===== config.mk =====
export PLATFORM = sky130hd
export DESIGN_NAME = crt_cookie_check
export DESIGN_NICKNAME = d
export VERILOG_FILES = /design/src/rtl/crt_cookie_pkg.sv /design/src/rtl/crt_cookie_match.sv /design/src/rtl/crt_cookie_check.sv
export SDC_FILE = /design/constraint.sdc
export NUM_CORES = 1
export LEC_CHECK = 0
export BUFFER_PORTS_ARGS = -buffer_cell sky130_fd_sc_hd__buf_2
export CAP_MARGIN = 30
export CELL_PAD_IN_SITES_DETAIL_PLACEMENT = 0
export CELL_PAD_IN_SITES_GLOBAL_PLACEMENT = 1
export CORE_MARGIN = 2
export CORE_UTILIZATION = 47
export CTS_BUF_LIST = sky130_fd_sc_hd__clkbuf_8
export DETAILED_ROUTE_END_ITERATION = 10
export PLACE_DENSITY = 0.93
export SLEW_MARGIN = 20
export SYNTH_ARGS = -nofsm -noshare
export SYNTH_HDL_FRONTEND = slang
export SYNTH_HIERARCHICAL = 1
export SYNTH_SLANG_ARGS = --single-unit
export TNS_END_PERCENT = 50

===== constraint.sdc =====
create_clock -name clk -period 2.4 [get_ports clk]
set_input_delay 0.6 -clock clk [delete_from_list [all_inputs] [get_ports clk]]
set_output_delay 0.6 -clock clk [all_outputs]
set_load 0.01 [all_outputs]

===== src/rtl/crt_cookie_pkg.sv =====
// Shared constants and state encoding for the CRT cookie stream checker.
package crt_cookie_pkg;

    localparam logic [7:0] COOKIE_DEF = 8'hB2;
    localparam int         PERIOD_DEF = 4096;
    localparam int         ERR_W      = 8;

    typedef enum logic [1:0] {
        SEARCH = 2'd0,
        VERIFY = 2'd1,
        LOCKED = 2'd2
    } state_t;

endpackage


===== src/rtl/crt_cookie_match.sv =====
// Serial shift register and cookie comparator. The hit decision includes the
// bit arriving this strobe, so only the previous seven bits need storage.
module crt_cookie_match
    import crt_cookie_pkg::*;
#(
    parameter logic [7:0] COOKIE = COOKIE_DEF
) (
    input  logic clk,
    input  logic reset,
    input  logic i_ena,
    input  logic i_test,
    output logic o_hit
);

    logic [6:0] r_sr;
    logic [7:0] w_window;

    assign w_window = {r_sr, i_test};
    assign o_hit    = i_ena & (w_window == COOKIE);

    // Shift in one test bit per strobe; the oldest bit falls off the window.
    always_ff @(posedge clk or posedge reset) begin
        if (reset)
            r_sr <= '0;
        else if (i_ena)
            r_sr <= w_window[6:0];
    end

endmodule


===== src/rtl/crt_cookie_check.sv =====
// Cookie stream checker: hunts for the cookie, confirms it recurs at exactly
// PERIOD strobes, then tracks lock with per-period pass/fail pulses and a
// saturating error count.
//
//  state  | meaning
//  SEARCH | hunting for any cookie; phase held at 0
//  VERIFY | cookie seen, counting aligned repeats until CONFIRM reached
//  LOCKED | aligned; each boundary reports ok or err, MISS_LIMIT misses drop
module crt_cookie_check
    import crt_cookie_pkg::*;
#(
    parameter int         PERIOD     = PERIOD_DEF,
    parameter int         CNT_W      = 12,
    parameter logic [7:0] COOKIE     = COOKIE_DEF,
    parameter int         CONFIRM    = 2,
    parameter int         MISS_LIMIT = 3
) (
    input  logic             clk,
    input  logic             reset,
    input  logic             ena,
    input  logic             test,
    input  logic             err_clr,
    output logic             locked,
    output logic             cookie_ok,
    output logic             cookie_err,
    output logic [ERR_W-1:0] err_cnt,
    output logic [CNT_W-1:0] phase
);

    state_t           r_state;
    logic [CNT_W-1:0] r_phase;
    logic [3:0]       r_good;
    logic [3:0]       r_miss;
    logic             r_ok;
    logic             r_err;
    logic [ERR_W-1:0] r_err_cnt;

    state_t           w_state_nxt;
    logic [CNT_W-1:0] w_phase_nxt;
    logic [3:0]       w_good_nxt;
    logic [3:0]       w_miss_nxt;
    logic             w_ok_nxt;
    logic             w_err_nxt;
    logic [ERR_W-1:0] w_err_cnt_nxt;
    logic [3:0]       w_good_inc;
    logic [3:0]       w_miss_inc;
    logic             w_hit;
    logic             w_boundary;

    crt_cookie_match #(.COOKIE(COOKIE)) u_match (
        .clk    (clk),
        .reset  (reset),
        .i_ena  (ena),
        .i_test (test),
        .o_hit  (w_hit)
    );

    assign w_boundary = ena && (r_phase == CNT_W'(PERIOD - 1));
    assign w_good_inc = r_good + 4'd1;
    assign w_miss_inc = r_miss + 4'd1;

    // State register plus all registered outputs and counters.
    always_ff @(posedge clk or posedge reset) begin
        if (reset) begin
            r_state   <= SEARCH;
            r_phase   <= '0;
            r_good    <= '0;
            r_miss    <= '0;
            r_ok      <= 1'b0;
            r_err     <= 1'b0;
            r_err_cnt <= '0;
        end else begin
            r_state   <= w_state_nxt;
            r_phase   <= w_phase_nxt;
            r_good    <= w_good_nxt;
            r_miss    <= w_miss_nxt;
            r_ok      <= w_ok_nxt;
            r_err     <= w_err_nxt;
            r_err_cnt <= w_err_cnt_nxt;
        end
    end

    // Next-state, phase/confirm/miss bookkeeping and pulse decisions.
    // PERIOD is a power of two, so phase+1 at the boundary wraps to 0 by itself.
    always_comb begin
        w_state_nxt = r_state;
        w_phase_nxt = r_phase;
        w_good_nxt  = r_good;
        w_miss_nxt  = r_miss;
        w_ok_nxt    = 1'b0;
        w_err_nxt   = 1'b0;
        case (r_state)
            SEARCH: begin
                w_phase_nxt = '0;
                if (w_hit) begin
                    w_good_nxt  = 4'd1;
                    w_state_nxt = VERIFY;
                end
            end
            VERIFY: begin
                if (ena) begin
                    w_phase_nxt = r_phase + CNT_W'(1);
                    if (w_boundary) begin
                        if (w_hit) begin
                            w_good_nxt = w_good_inc;
                            if (w_good_inc == 4'(CONFIRM)) begin
                                w_state_nxt = LOCKED;
                                w_miss_nxt  = '0;
                            end
                        end else begin
                            // the failing strobe is not reused as a new start
                            w_state_nxt = SEARCH;
                            w_good_nxt  = '0;
                        end
                    end
                end
            end
            LOCKED: begin
                if (ena) begin
                    w_phase_nxt = r_phase + CNT_W'(1);
                    if (w_boundary) begin
                        if (w_hit) begin
                            w_ok_nxt   = 1'b1;
                            w_miss_nxt = '0;
                        end else begin
                            w_err_nxt  = 1'b1;
                            w_miss_nxt = w_miss_inc;
                            if (w_miss_inc == 4'(MISS_LIMIT)) begin
                                w_state_nxt = SEARCH;
                                w_miss_nxt  = '0;
                                w_good_nxt  = '0;
                            end
                        end
                    end
                end
            end
            default: begin
                w_state_nxt = SEARCH;
                w_phase_nxt = '0;
                w_good_nxt  = '0;
                w_miss_nxt  = '0;
            end
        endcase
    end

    // Error counter: clear has priority over a same-cycle increment; saturates.
    always_comb begin
        w_err_cnt_nxt = r_err_cnt;
        if (err_clr)
            w_err_cnt_nxt = '0;
        else if (w_err_nxt && (r_err_cnt != '1))
            w_err_cnt_nxt = r_err_cnt + ERR_W'(1);
    end

    assign locked     = (r_state == LOCKED);
    assign cookie_ok  = r_ok;
    assign cookie_err = r_err;
    assign err_cnt    = r_err_cnt;
    assign phase      = r_phase;

endmodule


==> results.sh <==
export IMPL_outcome="complete, no violations"
export IMPL_antenna_found_initial=0
export IMPL_grtUsageMet2=0.288
export IMPL_core_um2=4690
export IMPL_finalNetCount=266
export IMPL_cp_end_kind="flop"
export IMPL_max_cap_violations=0
export IMPL_crit_start="r_good[0]"
export IMPL_io_pins=28
export IMPL_p_per_area_nw_per_um2=476
export IMPL_post_route_util=0.554
export IMPL_viasPerCell=5.51
export IMPL_drt_iter0_markers=95
export IMPL_grt_use_met3=0.0425
export IMPL_fmax_mhz=463
export IMPL_grt_overflow_total=0
export IMPL_clock_sinks=39
export IMPL_fin_ws_ps=239
export IMPL_numPortBuffers=27
export IMPL_hold_viol=0
export IMPL_cp_required_ps=2570
export IMPL_chipHeight_um=73.7
export IMPL_dp_cells=299
export IMPL_setup_worst_path_start_class="flop"
export IMPL_cts_buffers=5
export IMPL_grt_pass1_wl_um=7490
export IMPL_hold_buffers=0
export IMPL_p_seq_frac=0.565
export IMPL_crit_path_max_fanout=7
export IMPL_design_area_um2=2600
export IMPL_num_rows=25
export IMPL_regArea_um2=976
export IMPL_cts_resized=0
export IMPL_synth_distinct_cells=56
export IMPL_r2r_slack_ps=240
export IMPL_cts_root_buf="clkbuf_8"
export IMPL_rsz0062_at_grt="false"
export IMPL_ys_flop_type="dfrtp_1"
export IMPL_cts_tree="built"
export IMPL_hold_ws_ps=230
export IMPL_vias=1691
export IMPL_final_min_clock_period_ps=2160
export IMPL_clock_path_buffers=2
export IMPL_swShare=0.215
export IMPL_r2r_end="r_miss[0]"
export IMPL_stdcell_count=307
export IMPL_syn_inst=215
export IMPL_grt_max_degree=33
export IMPL_syn_to_final_growth_pct=13.8
export IMPL_track_usage=0.178
export IMPL_die_area_um2=5430
export IMPL_p_int_mw=0.971
export IMPL_critical_path_class="flop to flop"
export IMPL_drtAntennaViolNets=0
export IMPL_synth_area_leader_cell="dfrtp_1"
export IMPL_crit_arrival_ps=2330
export IMPL_yosysTopAreaCellShare=0.428
export IMPL_setup_tns_ps=0
export IMPL_hold_path_class="primary input to asynchronous set/reset pin"
export IMPL_synth_seq_area_share=0.428
export IMPL_p_clk_frac=0.384
export IMPL_grt_pass1_vias=1662
export IMPL_yosysMostFrequentCell="dfrtp_1"
export IMPL_dp_slack_ps=-13.5
export IMPL_postCtsSetupRepairBufs=0
export IMPL_remaining_drc_errors=0
export IMPL_tightest_slew_ps=516
export IMPL_syn_area_per_cell_um2=10.6
export IMPL_yosys_warnings=6
export IMPL_skew_ps=6.18
export IMPL_r2r_cells=6
export IMPL_synth_area_um2=2280
export IMPL_place_hpwl_um=3030
export IMPL_setup_viol=0
export IMPL_dr_pass1_iters=4
export IMPL_drive_gt1_frac=0.289
export IMPL_ys_seq_elements=39
export IMPL_irDropWorstVdd_uv=216
export IMPL_total_power_mw=1.24
export IMPL_h_tree_depth=2
export IMPL_max_slew_margin=0.653
export IMPL_multi_input_area_um2=1210
export IMPL_nFillCells=417
export IMPL_use_met1=0.232
export IMPL_cts_clk_slew_worst_paths_ps=70
export IMPL_die_w_um=73.7
export IMPL_wl_per_cell_um=13.7
export IMPL_grt_busiest_layer="met2"
export IMPL_netlist_top_cells_count="dfrtp_1 (39), nor2_1 (15), inv_1 (12)"
export IMPL_start_util=0.486
export IMPL_syn_num_nets=229
export IMPL_antenna_cells=0
export IMPL_wl_um=4210
export IMPL_worstReg2RegStart="r_good[0]"
export IMPL_synth_edff_count=0
export IMPL_netSwitchingPower_mw=0.266
export IMPL_synth_area_top_cells="dfrtp_1 (43%), ha_1 (4.9%), mux2_2 (4.4%), xor2_1 (3.5%), and2_1 (2.7%)"
export IMPL_postPlaceCellArea_um2=2500
export IMPL_p_comb_frac=0.051
export IMPL_slew_violations=0
export IMPL_endpoint="r_miss[0]"
export IMPL_p_leak_nw=1.28
export IMPL_async_flop_share=1.00
export IMPL_period_share=0.901
export IMPL_globalplace_congestion=0.771
export IMPL_worstSkewPairLatency_ps=290
## registers in the layout, summed over array words and instances, names as in the netlist
register	cells
cookie_err	1
r_state	2
u_match/r_sr	7
r_good	4
cookie_ok	1
err_cnt	8
phase	12
r_miss	4
## layer usage
metal	vias to the layer above	share of wire
met4	0	0.019
met1	815	0.48
li1	834	-
met3	8	0.039
met5	-	0
met2	34	0.47
## worst min-delay path by stage
stage,start,endpoint,depth (start not counted)
6_report,reset,u_match/r_sr[6],2
5_1_grt,reset,u_match/r_sr[4],2
4_1_cts,reset,u_match/r_sr[4],2
3_5_place_dp,r_miss[3],r_miss[3],1
3_3_place_gp,r_miss[3],r_miss[3],1
2_1_floorplan,reset,u_match/r_sr[0],1
## area by class of cell
type / count / share of cell area
clock buffer: 7 / 0.0371
clock inverter: 1 / 0.00145
inverter: 12 / 0.0173
multi-input combinational: 158 / 0.464
sequential: 39 / 0.376
tap: 54 / 0.0260
timing repair buffer: 36 / 0.0780
## logic make-up after synthesis
logic type                 Yosys count  share of synthesized area
and+or+nand+nor                     91                      0.264
DFF                                 39                      0.428
AOI/OAI and AO/OA                   30                     0.0959
buffers and inverters               18                     0.0439
xor gates and xnor gates            16                     0.0614
muxes                               12                     0.0581
adders and majority gates            9                     0.0493
## worst max-delay path, stage by stage, from the launching register on
cell,delay [ps]
dfrtp_1,450
ha_1,270
or4b_1,470
o31ai_1,160
nand3_2,170
o21ai_2,180
mux2_2,350
## cells in the final DEF, fill, tap and decap left out, drive strengths merged, types with 3 or more instances in the layout
cell type / synthesis / routed
dfrtp: 39 / 39
buf: 4 / 36
nor2: 15 / 15
inv: 12 / 13
and2: 11 / 11
nand2: 11 / 11
nand4: 11 / 11
mux2: 10 / 10
nand3: 10 / 10
o21ai: 10 / 10
xor2: 9 / 9
ha: 9 / 9
xnor2: 7 / 7
clkbuf: 1 / 7
and3: 7 / 7
nor2b: 5 / 5
nor3: 5 / 5
a21oi: 4 / 4
nor3b: 3 / 3
a31oi: 3 / 3
## power groups by stage
stage / clock network [mW] / registers (mW) / logic, mW
after detailed placement: 0 / 0.711 / 0.0649
after global routing: 0.514 / 0.703 / 0.0725
after CTS: 0.487 / 0.699 / 0.0655
final: 0.476 / 0.699 / 0.0632
after floorplan: 0 / 0.707 / 0.0527
after global placement: 0 / 0.710 / 0.0632
No activity file was read; power rests on OpenSTA's default activity.
